--- src/rtl/demux_x16_pkg.sv ---
// Shared constants and FSM state type for the bit-select mux/demux path.
// The mux and demux sides import the same constants so their index widths match.
package demux_x16_pkg;

  localparam int unsigned DEF_WIDTH = 16;
  localparam int unsigned DEF_SEL_W = 4;

  typedef enum logic {
    COLLECT = 1'b0,
    FULL    = 1'b1
  } state_e;

endpackage

--- src/rtl/demux_x16_deser_if.sv ---
// Serial-in / parallel-out port bundle for demux_x16_deser.
// The bundle also carries the flush control and the current write index.
interface demux_x16_deser_if
  import demux_x16_pkg::*;
#(
  parameter int unsigned WIDTH = DEF_WIDTH,
  parameter int unsigned SEL_W = DEF_SEL_W
);

  logic             flush;
  logic             in_valid;
  logic             in_bit;
  logic             in_ready;
  logic             out_valid;
  logic             out_ready;
  logic [WIDTH-1:0] out_word;
  logic [SEL_W-1:0] idx;

  modport master (
    output flush, in_valid, in_bit, out_ready,
    input  in_ready, out_valid, out_word, idx
  );

  modport slave (
    input  flush, in_valid, in_bit, out_ready,
    output in_ready, out_valid, out_word, idx
  );

endinterface

--- src/rtl/bit_index_counter.sv ---
// Modulo-WIDTH bit position counter; wrap flags the increment leaving the last position.
// clr has priority over inc.
module bit_index_counter
  import demux_x16_pkg::*;
#(
  parameter int unsigned WIDTH = DEF_WIDTH,
  parameter int unsigned SEL_W = DEF_SEL_W
) (
  input  logic             clk,
  input  logic             rst_n,
  input  logic             inc,
  input  logic             clr,
  output logic [SEL_W-1:0] idx,
  output logic             wrap
);

  localparam logic [SEL_W-1:0] LAST = SEL_W'(WIDTH - 1);

  assign wrap = inc && !clr && (idx == LAST);

  always_ff @(posedge clk or negedge rst_n) begin
    if (!rst_n) begin
      idx <= '0;
    end else if (clr) begin
      idx <= '0;
    end else if (inc) begin
      idx <= (idx == LAST) ? '0 : idx + SEL_W'(1);
    end
  end

endmodule

--- src/rtl/demux_x16_deser.sv ---
// Bit-serial to WIDTH-bit parallel deserializer: bit k of the stream lands in out_word[k].
// The finished word is held in its own register and offered on a valid/ready port.
module demux_x16_deser
  import demux_x16_pkg::*;
#(
  parameter int unsigned WIDTH = DEF_WIDTH,
  parameter int unsigned SEL_W = DEF_SEL_W
) (
  input  logic                  clk,
  input  logic                  rst_n,
  demux_x16_deser_if.slave      bus
);

  state_e           state;
  state_e           state_nxt;
  logic [WIDTH-1:0] shreg;
  logic [WIDTH-1:0] word_c;
  logic [WIDTH-1:0] out_word_q;
  logic [SEL_W-1:0] idx;
  logic             accept;
  logic             wrap;
  logic             in_ready_c;
  logic             out_valid_c;

  // Flush wins over a bit offered in the same cycle.
  assign accept = bus.in_valid && in_ready_c && !bus.flush;

  bit_index_counter #(
    .WIDTH (WIDTH),
    .SEL_W (SEL_W)
  ) u_idx (
    .clk   (clk),
    .rst_n (rst_n),
    .inc   (accept),
    .clr   (bus.flush),
    .idx   (idx),
    .wrap  (wrap)
  );

  always_ff @(posedge clk or negedge rst_n) begin
    if (!rst_n) begin
      state <= COLLECT;
    end else begin
      state <= state_nxt;
    end
  end

  // A wrap can only happen in COLLECT; any handoff in FULL returns to COLLECT.
  always_comb begin
    state_nxt = state;
    case (state)
      COLLECT: if (wrap)          state_nxt = FULL;
      FULL:    if (bus.out_ready) state_nxt = COLLECT;
      default:                    state_nxt = COLLECT;
    endcase
  end

  always_comb begin
    in_ready_c  = 1'b1;
    out_valid_c = 1'b0;
    if (state == FULL) begin
      in_ready_c  = bus.out_ready;
      out_valid_c = 1'b1;
    end
  end

  // Partial word with the current bit dropped into its slot.
  always_comb begin
    word_c      = shreg;
    word_c[idx] = bus.in_bit;
  end

  always_ff @(posedge clk or negedge rst_n) begin
    if (!rst_n) begin
      shreg <= '0;
    end else if (bus.flush) begin
      shreg <= '0;
    end else if (accept) begin
      shreg <= wrap ? '0 : word_c;
    end
  end

  always_ff @(posedge clk or negedge rst_n) begin
    if (!rst_n) begin
      out_word_q <= '0;
    end else if (wrap) begin
      out_word_q <= word_c;
    end
  end

  assign bus.in_ready  = in_ready_c;
  assign bus.out_valid = out_valid_c;
  assign bus.out_word  = out_word_q;
  assign bus.idx       = idx;

endmodule

--- src/flat_wrapper.sv ---
// flat-port wrapper written by rule: the top's interface ports become plain ports
module demux_x16_deser_flat import demux_x16_pkg::*;
#(
  parameter int unsigned WIDTH = DEF_WIDTH,
  parameter int unsigned SEL_W = DEF_SEL_W
)
  (clk, rst_n, bus_flush, bus_in_valid, bus_in_bit, bus_out_ready, bus_in_ready, bus_out_valid, bus_out_word, bus_idx);
  demux_x16_deser_if #(.WIDTH(WIDTH), .SEL_W(SEL_W)) bus_i ();
  input  logic clk;
  input  logic rst_n;
  input wire logic [$bits(bus_i.flush)-1:0] bus_flush;
  input wire logic [$bits(bus_i.in_valid)-1:0] bus_in_valid;
  input wire logic [$bits(bus_i.in_bit)-1:0] bus_in_bit;
  input wire logic [$bits(bus_i.out_ready)-1:0] bus_out_ready;
  output wire logic [$bits(bus_i.in_ready)-1:0] bus_in_ready;
  output wire logic [$bits(bus_i.out_valid)-1:0] bus_out_valid;
  output wire logic [$bits(bus_i.out_word)-1:0] bus_out_word;
  output wire logic [$bits(bus_i.idx)-1:0] bus_idx;
  assign bus_i.flush = bus_flush;
  assign bus_i.in_valid = bus_in_valid;
  assign bus_i.in_bit = bus_in_bit;
  assign bus_i.out_ready = bus_out_ready;
  assign bus_in_ready = bus_i.in_ready;
  assign bus_out_valid = bus_i.out_valid;
  assign bus_out_word = bus_i.out_word;
  assign bus_idx = bus_i.idx;
  demux_x16_deser #(.WIDTH(WIDTH), .SEL_W(SEL_W)) u_core (.clk(clk), .rst_n(rst_n), .bus(bus_i));
endmodule
--- config.mk ---
export PLATFORM = sky130hd
export DESIGN_NAME = demux_x16_deser_flat
export DESIGN_NICKNAME = d
export VERILOG_FILES = /design/src/rtl/demux_x16_pkg.sv /design/src/rtl/demux_x16_deser_if.sv /design/src/rtl/bit_index_counter.sv /design/src/rtl/demux_x16_deser.sv /design/src/flat_wrapper.sv
export SDC_FILE = /design/constraint.sdc
export NUM_CORES = 1
export LEC_CHECK = 0
export BUFFER_PORTS_ARGS = -buffer_cell sky130_fd_sc_hd__buf_4
export CORE_MARGIN = 2
export CORE_UTILIZATION = 50
export DETAILED_ROUTE_END_ITERATION = 8
export GPL_ROUTABILITY_DRIVEN = 1
export HOLD_SLACK_MARGIN = 0.03
export PLACE_DENSITY = 0.83
export SLEW_MARGIN = 15
export SYNTH_ARGS = -nofsm -noshare
export SYNTH_HDL_FRONTEND = slang
export SYNTH_SLANG_ARGS = --single-unit
--- constraint.sdc ---
create_clock -name clk -period 2.3 [get_ports clk]
set_input_delay 0.23 -clock clk [delete_from_list [all_inputs] [get_ports clk]]
set_output_delay 0.23 -clock clk [all_outputs]
set_load 0.05 [all_outputs]
==> flow_summary.json, run 1 <==
{
  "clock_power_share_pct": 30.1,
  "dp_hpwl_mm": 2.50,
  "finalNetCount": 199,
  "internal_power_w": 0.000849,
  "power_density_nw_per_um2": 556,
  "slowest_stage": "dfrtp_1",
  "synth-xor-area-share_pct": 0,
  "syn_inst": 156,
  "crit_type": "flop to flop",
  "die_w_um": 64.2,
  "grtUsageTotal_pct": 20.0,
  "clk_path_buf_depth": 2,
  "cts_tree": "done",
  "antenna_found_initial": 0,
  "synth_top_flop_cell": "dfrtp_1",
  "synth_area_leaders": "dfrtp_1 50%, mux2i_1 15%, o2bb2ai_1 6.8%, ha_1 4.8%, inv_1 3.7%",
  "hold_viol_final": 0,
  "synth.area.mux_share_pct": 16.7,
  "outcome": "finished clean",
  "synth_nets": 169,
  "cp_num_buf_inv": 1,
  "synth_common_cells": "36 x dfrtp_1, 28 x mux2i_1, 18 x inv_1",
  "ios": 28,
  "grt_pass1_wl_mm": 6.27,
  "synth-seq-area-share_pct": 49.8,
  "post-place-ws_ns": 0.313,
  "reg2reg_slack_ns": 0.29,
  "start_util_pct": 53.0,
  "yosys.area_share.simple_pct": 10.6,
  "synth-seq-cells": 36,
  "routedWlPerCell_um": 15.7,
  "layout-drive-gt1-share_pct": 22.5,
  "num_rows": 21,
  "synth_compound_area_share_pct": 11.0,
  "synth_edf_count": 0,
  "syn_area_um2": 1810,
  "clk_latency_ns": 0.35,
  "synth_warnings": 0,
  "root_buffer": "clkbuf_4",
  "crit_fanout": 12,
  "tightestPinTransition_ns": 0.454,
  "cts.sinks": 36,
  "swShare_pct": 28.0,
  "setup_slack_ns": 0.292,
  "hp-class": "primary input to flop",
  "tns_ns": 0,
  "yosysMostFrequentCell": "dfrtp_1",
  "critical_path.max_stage_delay_ns": 0.50,
  "drv_cap": 0,
  "rsz0062_at_grt": "false",
  "dr.pass1.iters": 3,
  "async_flop_share_pct": 100,
  "drtIter0Drc": 51,
  "start_kind": "flop",
  "yosysTopAreaCellShare_pct": 49.8,
  "required_ns": 2.57,
  "gr-total-overflow": 0,
  "synthAdderAreaFrac_pct": 4.84,
  "final_antenna_net_count": 0,
  "core_um2": 3420,
  "die-area_um2": 4120,
  "clk_pin_slew_ns": 0.11,
  "post_cts_resized": 0,
  "power_frac_seq_pct": 56.1,
  "p_leak_nw": 1.01,
  "setup_viol": 0,
  "area_growth_pct": 17.2,
  "finClkSkew_ns": 0.0107,
  "cts_setup_buffers": 0,
  "maxSlewViolCount": 0,
  "max_freq_mhz": 498,
  "gp_congestion": 0.892,
  "portBuffers": 27,
  "crit_family": "simple AND/OR/NAND/NOR gates",
  "cts_max_level": 2,
  "grt_pass1_vias": 1352,
  "fill_cells": 277,
  "vias": 1282,
  "timing.hold.ws_ns": 0.113,
  "num_antenna_cells": 0,
  "synth_largest_area_cell": "dfrtp_1",
  "period_needed_ns": 2.01,
  "die_h_um": 64.2,
  "grt_start_max_net_pins": 37,
  "comb_power_share_pct": 13.8,
  "post-route-period-util_pct": 87.3,
  "syn_area_per_cell_um2": 11.6,
  "synth_cell_types": 25,
  "cts_buffers": 5,
  "p_switching_w": 0.000330,
  "peakVddDrop_v": 0.000337,
  "synth_top_family_by_area": "multiplexers",
  "path_cells": "ha_1, nand3_1, nor4_4, buf_4, mux2i_1",
  "endpoint_kind": "flop",
  "drc": 0,
  "worstPathArrival_ns": 2.27,
  "vias_per_cell": 5.50,
  "relSlewSlack_pct": 69.7,
  "totalWireLength_mm": 3.65
}
==> power groups by stage <==
stage	sequential [W]	clock, W	combinational [W]
detailed placement	0.000674	0	0.000161
global placement	0.000672	0	0.000159
finish	0.000662	0.000355	0.000162
CTS	0.000662	0.000360	0.000164
global route	0.000664	0.000383	0.000176
floorplan	0.000720	0	0.0000522
==> routing by layer <==
metal | up-vias | wire, um | GRT usage [%]
li1 | 609 | - | -
met1 | 644 | 1710 | 26.0
met2 | 21 | 1760 | 33.1
met3 | 8 | 107 | 3.17
met4 | 0 | 78 | 8.78
met5 | - | 0 | 0
==> registers in the layout, summed over array words and instances (netlist names) <==
name and count:
u_core.bus.out_word 16, u_core.shreg 15, u_core.state 1, u_core.u_idx.idx 4
==> cell type report <==
cell class	count	area, um^2	share of cell area, %
clock buffers	8	58.8	2.77
inverters	19	71.3	3.36
multi-input cells	91	781	36.8
flip-flops and latches	36	901	42.5
well taps	46	57.6	2.72
repair buffers	33	250	11.8
==> metrics by stage <==
step                area (um^2)  cells  power, W  util, %
floorplan                  1810    156  0.000772        -
global placement           2050    224  0.000831     60.0
detailed placement         2050    224  0.000835     60.0
CTS                        2120    233   0.00119     62.1
global route               2120    233   0.00122     62.1
finish                     2120    233   0.00118     62.1
==> cells by family after synthesis <==
| kind of cell | count (synthesis) |
|---|---|
| flip-flops | 36 |
| multiplexers | 30 |
| buffers and inverters | 29 |
| AO/OA/AOI/OAI | 27 |
| AND/OR/NAND/NOR | 27 |
| adder cells (fa/ha/maj) | 7 |
==> worst register-to-register path, cell delays in order, from the launching register on <==
cell	delay [ns]
dfrtp_1	0.50
ha_1	0.29
nand3_1	0.23
nor4_4	0.36
buf_4	0.32
mux2i_1	0.22
==> layout by cell type, fill, tap and decap left out, drive strengths merged <==
cell type | synthesis | routed
a21oi | 7 | 7
and2b | 1 | 1
buf | 6 | 32
clkbuf | 4 | 8
dfrtp | 36 | 36
dlygate4sd3 | 0 | 1
ha | 7 | 7
inv | 19 | 19
mux2 | 2 | 2
mux2i | 28 | 28
nand2 | 3 | 3
nand2b | 1 | 1
nand3 | 5 | 5
nand3b | 7 | 7
nand4 | 1 | 1
nand4b | 1 | 1
nor3b | 4 | 4
nor4 | 1 | 1
o21ai | 2 | 2
o2bb2ai | 14 | 14
o31ai | 3 | 3
o41ai | 1 | 1
or4 | 3 | 3
==> final timing paths <==
path / startpoint / end / cells after the start
min in group asynchronous: rst_n / u_core.bus.out_word[6] / 2
setup / recovery: u_core.u_idx.idx[0] / u_core.bus.out_word[8] / 5
max in group asynchronous: rst_n / u_core.bus.out_word[9] / 2
setup reg to reg: u_core.u_idx.idx[0] / u_core.bus.out_word[8] / 5
hold / removal: bus_flush / u_core.u_idx.idx[2] / 2
hold reg to reg: u_core.shreg[14] / u_core.shreg[14] / 1
==> timing repair <==
item,4_1_cts,5_1_grt
setup endpoints to repair,0,0
hold buffers,1,0
endpoints found under the hold margin,36,0
No activity file was read; power rests on OpenSTA's default activity.
==> inputs of run 2 (changes only) <==
- clock period: 2.3 -> 2.08 ns (I/O delays scaled with it)
==> run 2 against run 1 <==
Hold slack worse by 0.026 ns. Critical endpoint is now u_core.bus.out_word[13]. Combinational power rose by 9.9%. Critical path type unchanged. Wire length decreased by 1.7%. Fmax rose by 7.0%. Non-clock buffer count increased by 1. Die area unchanged. Highest routed layer unchanged. Global-route usage is 0.58 points lower.
==> flow_summary.json, run 2 (synthesized netlist as in run 1, its figures left out) <==
{
  "layout_common_cells": "34 x dfrtp_1, 33 x buf_4, 28 x mux2i_1, 18 x inv_1, 14 x o2bb2ai_1",
  "die_w_um": 64.2,
  "crit_fanout": 8,
  "num_rows": 21,
  "max_freq_mhz": 533,
  "totalWireLength_mm": 3.59,
  "ios": 28,
  "dr.pass1.iters": 5,
  "endpoint_kind": "flop",
  "ctsHoldBuffers": 1,
  "worstPathArrival_ns": 2.14,
  "cp_num_buf_inv": 1,
  "num_antenna_cells": 0,
  "final_antenna_net_count": 0,
  "finalInstanceArea_um2": 2130,
  "cts_max_level": 2,
  "core_um2": 3420,
  "crit_type": "flop to flop",
  "post_cts_resized": 0,
  "area_growth_pct": 17.8,
  "critical_path.max_stage_delay_ns": 0.46,
  "routedWlPerCell_um": 15.3,
  "layout-drive-gt1-share_pct": 25.0,
  "relSlewSlack_pct": 69.6,
  "finClkSkew_ns": 0.0147,
  "p_leak_nw": 1.02,
  "gp_congestion": 0.904,
  "hp-class": "primary input to flop",
  "outcome": "finished clean",
  "maxSlewViolCount": 0,
  "period_needed_ns": 1.88,
  "clk_pin_slew_ns": 0.12,
  "vias": 1294,
  "cts_buffers": 5,
  "slowest_stage": "dfrtp_2",
  "crit_family": "simple AND/OR/NAND/NOR gates",
  "peakVddDrop_v": 0.000396,
  "fill_cells": 292,
  "cts.sinks": 36,
  "grt_pass1_wl_mm": 6.13,
  "start_util_pct": 53.0,
  "grtUsageTotal_pct": 19.4,
  "start_kind": "flop",
  "die_h_um": 64.2,
  "grt_pass1_vias": 1342,
  "rsz0062_at_grt": "false",
  "tns_ns": 0,
  "drv_cap": 0,
  "clk_latency_ns": 0.34,
  "place_area_um2": 2060,
  "die-area_um2": 4120,
  "drtIter0Drc": 88,
  "final_common_cell": "dfrtp_1",
  "post-route-period-util_pct": 90.2,
  "required_ns": 2.34,
  "power_density_nw_per_um2": 611,
  "setup_viol": 0,
  "dp_hpwl_mm": 2.43,
  "hold_viol_final": 0,
  "finalNetCount": 200,
  "tightestPinTransition_ns": 0.456,
  "cts_tree": "done",
  "drc": 0,
  "totalPowerFinal_w": 0.00130,
  "largest_register_ffs": 16,
  "timing.hold.ws_ns": 0.0872,
  "cts_setup_buffers": 0,
  "antenna_found_initial": 0,
  "clk_path_buf_depth": 2,
  "grt_start_max_net_pins": 37,
  "gr-total-overflow": 0,
  "portBuffers": 27,
  "vias_per_cell": 5.53,
  "root_buffer": "clkbuf_4",
  "path_cells": "ha_1, nand3_1, nor4_4, buf_4, mux2i_1"
}
[run 2: layout make-up]
type	instances	area (um^2)	share of cell area [%]
timing repair buffer	34	258	12.1
multi-input combinational	91	781	36.6
clock inverter	2	10.0	0.469
clock buffer	6	51.3	2.41
inverter	19	71.3	3.35
sequential	36	903	42.4
tap	46	57.6	2.70
[run 2: per-layer routing]
metal	share of wire, %	up-vias	track usage [%]
met5	0	-	0
met4	1.3	0	8.24
li1	-	619	-
met3	4.0	5	4.58
met1	47	636	26.1
met2	47	34	30.2
[run 2: path summary, 6_finish.rpt]
check                                          from                      end  slack, ns  depth (start not counted)
worst max-delay path            u_core.u_idx.idx[0]  u_core.bus.out_word[13]       0.20                          5
worst min register to register      u_core.shreg[1]          u_core.shreg[1]       0.50                          1
worst min-delay path                      bus_flush      u_core.u_idx.idx[0]       0.09                          2
max in group asynchronous                     rst_n      u_core.u_idx.idx[1]       1.39                          2
worst max register to register  u_core.u_idx.idx[0]  u_core.bus.out_word[13]       0.20                          5
min in group asynchronous                     rst_n   u_core.bus.out_word[8]       0.35                          2
[run 2: per-stage QoR]
stage	instances	setup WS, ns	util, %
floorplan	156	0.0413	-
global placement	225	0.364	60.3
detailed placement	225	0.221	60.3
CTS	234	0.198	62.4
global route	234	0.0390	62.4
finish	234	0.203	62.4
[run 2: power breakdown]
part | switching, W | internal [W] | leakage [nW]
Sequential | 0.0000142 | 0.000718 | 0.438
Combinational | 0.000123 | 0.0000552 | 0.541
Clock | 0.000232 | 0.000161 | 0.0380
Total | 0.000370 | 0.000934 | 1.02
==> inputs of run 3 (changes only) <==
- ABC_AREA: default -> 1
- PLACE_DENSITY: 0.83 -> 0.82
==> run 3 against run 2 <==
Largest cell class unchanged. Clock skew shrank 0.0087 ns. Total power grew 24%. Cell area grew 4.1%. Register-to-register slack gained 0.11 ns. Highest routed layer unchanged. Fmax grew 5.9%. Global-route usage grew 1.8 points. Wire length grew 14%. Clock power grew 58%. First-iteration DRC count grew 57%.
==> flow_summary.json, run 3 <==
{
  "outcome": "finished clean",
  "max_freq_mhz": 564,
  "required_ns": 2.31,
  "tightestPinTransition_ns": 0.489,
  "setup_viol": 0,
  "synth_area_leaders": "dfrtp_1 47%, nand2_1 25%, nand3_1 4.7%, ha_1 4.6%, o21ai_0 4.2%",
  "die_h_um": 65.7,
  "clk_path_buf_depth": 2,
  "largest_register_ffs": 16,
  "maxSlewViolCount": 0,
  "layout-drive-gt1-share_pct": 15.9,
  "totalWireLength_mm": 4.11,
  "period_needed_ns": 1.77,
  "grt_pass1_wl_mm": 7.05,
  "cts_tree": "done",
  "dp_hpwl_mm": 2.85,
  "yosysTopAreaCellShare_pct": 47.3,
  "finClkSkew_ns": 0.00593,
  "peakVddDrop_v": 0.000405,
  "grtUsageTotal_pct": 21.2,
  "crit_type": "flop to flop",
  "fill_cells": 349,
  "ctsHoldBuffers": 1,
  "relSlewSlack_pct": 67.3,
  "cts_max_level": 2,
  "fin_util_pct": 60.6,
  "totalPowerFinal_w": 0.00162,
  "hp-class": "primary input to flop",
  "synth_common_cells": "127 x nand2_1, 36 x dfrtp_1, 18 x nand3_1",
  "synth-seq-cells": 36,
  "worstPathArrival_ns": 2.00,
  "synth_cell_types": 19,
  "synth_edf_count": 0,
  "clk_pin_slew_ns": 0.08,
  "cts_setup_buffers": 0,
  "synthAdderAreaFrac_pct": 4.60,
  "synth.area.mux_share_pct": 0,
  "synth_largest_area_cell": "dfrtp_1",
  "rsz0062_at_grt": "false",
  "vias": 1637,
  "yosysMostFrequentCell": "nand2_1",
  "cts.sinks": 36,
  "post_cts_resized": 0,
  "syn_area_per_cell_um2": 7.80,
  "grt_start_max_net_pins": 37,
  "post-route-period-util_pct": 85.2,
  "syn_area_um2": 1900,
  "synth_top_family_by_area": "simple AND/OR/NAND/NOR gates",
  "vias_per_cell": 5.15,
  "num_rows": 22,
  "synth_warnings": 0,
  "die_w_um": 65.7,
  "synth-xor-area-share_pct": 0.460,
  "final_antenna_net_count": 0,
  "synth_compound_area_share_pct": 4.20,
  "portBuffers": 27,
  "ios": 28,
  "drc": 0,
  "hold_viol_final": 0,
  "critical_path.max_stage_delay_ns": 0.47,
  "path_common_cell": "nand2_1",
  "drv_cap": 0,
  "core_um2": 3660,
  "crit_fanout": 18,
  "synth_top_flop_cell": "dfrtp_1",
  "path_cells": "ha_1, nand3_4, inv_1, nor2_4, nand2_1, nand2_1",
  "clk_latency_ns": 0.29,
  "area_growth_pct": 16.6,
  "endpoint_kind": "flop",
  "p_leak_nw": 1.22,
  "syn_inst": 244,
  "async_flop_share_pct": 100,
  "root_buffer": "clkbuf_8",
  "tns_ns": 0,
  "layout_common_cells": "127 x nand2_1, 36 x dfrtp_1, 29 x buf_4, 18 x nand3_1, 16 x o21ai_0",
  "num_antenna_cells": 0,
  "drtIter0Drc": 138,
  "synth_nets": 257,
  "routedWlPerCell_um": 12.9,
  "slowest_stage": "dfrtp_1",
  "gr-total-overflow": 0,
  "power_density_nw_per_um2": 728,
  "grt_pass1_vias": 1535,
  "yosys.area_share.simple_pct": 37.3,
  "gp_congestion": 0.818,
  "final_common_cell": "nand2_1",
  "synth-seq-area-share_pct": 47.3,
  "dr.pass1.iters": 4,
  "start_util_pct": 52.0,
  "die-area_um2": 4320,
  "antenna_found_initial": 0,
  "finalNetCount": 282,
  "reg2reg_slack_ns": 0.31,
  "cts_buffers": 5,
  "start_kind": "flop"
}
run 3: cell count changes in the layout (fill, tap and decap cells not counted), moves of 5 or more:
cell	previous run	this run
nand3b_1	7	0
inv_1	18	7
nand3_1	5	18
nand2_1	3	127
o21ai_0	2	16
a21oi_1	7	0
mux2i_1	28	0
o2bb2ai_1	14	0
clkbuf_4	5	0
nand4_1	1	12
run 3: worst max-delay path, delay by kind of cell, from the launching register on:
family	cells	cell delay [ns]
adder cells (fa/ha/maj)	1	0.35
buffers and inverters	1	0.10
AND/OR/NAND/NOR	4	0.79
flip-flops	1	0.47
run 3: metrics by stage:
stage	setup WS [ns]	area, um^2	hold slack [ns]	std cells
floorplan	0.340	1900	-0.0876	244
global placement	0.387	2100	0.186	309
detailed placement	0.320	2100	0.193	309
CTS	0.312	2220	0.240	318
global route	0.156	2220	0.252	318
finish	0.308	2220	0.237	318
run 3: kinds of logic after synthesis:
family,after synthesis
simple gates,163
flops,36
buf+inv,21
compound gates,16
fa+ha+maj,7
xor+xnor,1
run 3: layer usage:
layer | wire [um] | global-route usage, % | vias to the layer above | share of wire [%]
met4 | 55 | 6.77 | 0 | 1.3
li1 | - | - | 832 | -
met2 | 1930 | 33.8 | 37 | 47
met5 | 0 | 0 | - | 0
met1 | 1920 | 28.2 | 761 | 47
met3 | 201 | 5.31 | 7 | 4.9
run 3: worst paths after layout:
| kind | start | cells after the start | endpoint |
|---|---|---|---|
| setup / recovery | u_core.u_idx.idx[0] | 6 | u_core.shreg[12] |
| hold / removal | bus_flush | 4 | u_core.u_idx.idx[1] |
| setup reg to reg | u_core.u_idx.idx[0] | 6 | u_core.shreg[12] |
| hold reg to reg | u_core.shreg[6] | 2 | u_core.shreg[6] |
| max in group asynchronous | rst_n | 2 | u_core.shreg[11] |
| min in group asynchronous | rst_n | 2 | u_core.u_idx.idx[2] |
run 3: where the power goes:
group | total, W | leakage [nW] | switching [W] | internal [W]
combinational | 0.000247 | 0.677 | 0.000179 | 0.0000682
sequential | 0.000748 | 0.484 | 0.0000241 | 0.000724
clock | 0.000621 | 0.0541 | 0.000266 | 0.000355
total | 0.00162 | 1.22 | 0.000469 | 0.00115
run 3: cell type report:
| cell class | instances | area, um^2 | share of cell area, % |
|---|---|---|---|
| inverters | 9 | 33.8 | 1.52 |
| repair buffers | 30 | 228 | 10.3 |
| clock buffers | 5 | 68.8 | 3.10 |
| multi-input cells | 187 | 886 | 39.9 |
| clock inverters | 3 | 42.5 | 1.92 |
| well taps | 48 | 60.1 | 2.71 |
| flip-flops and latches | 36 | 901 | 40.6 |
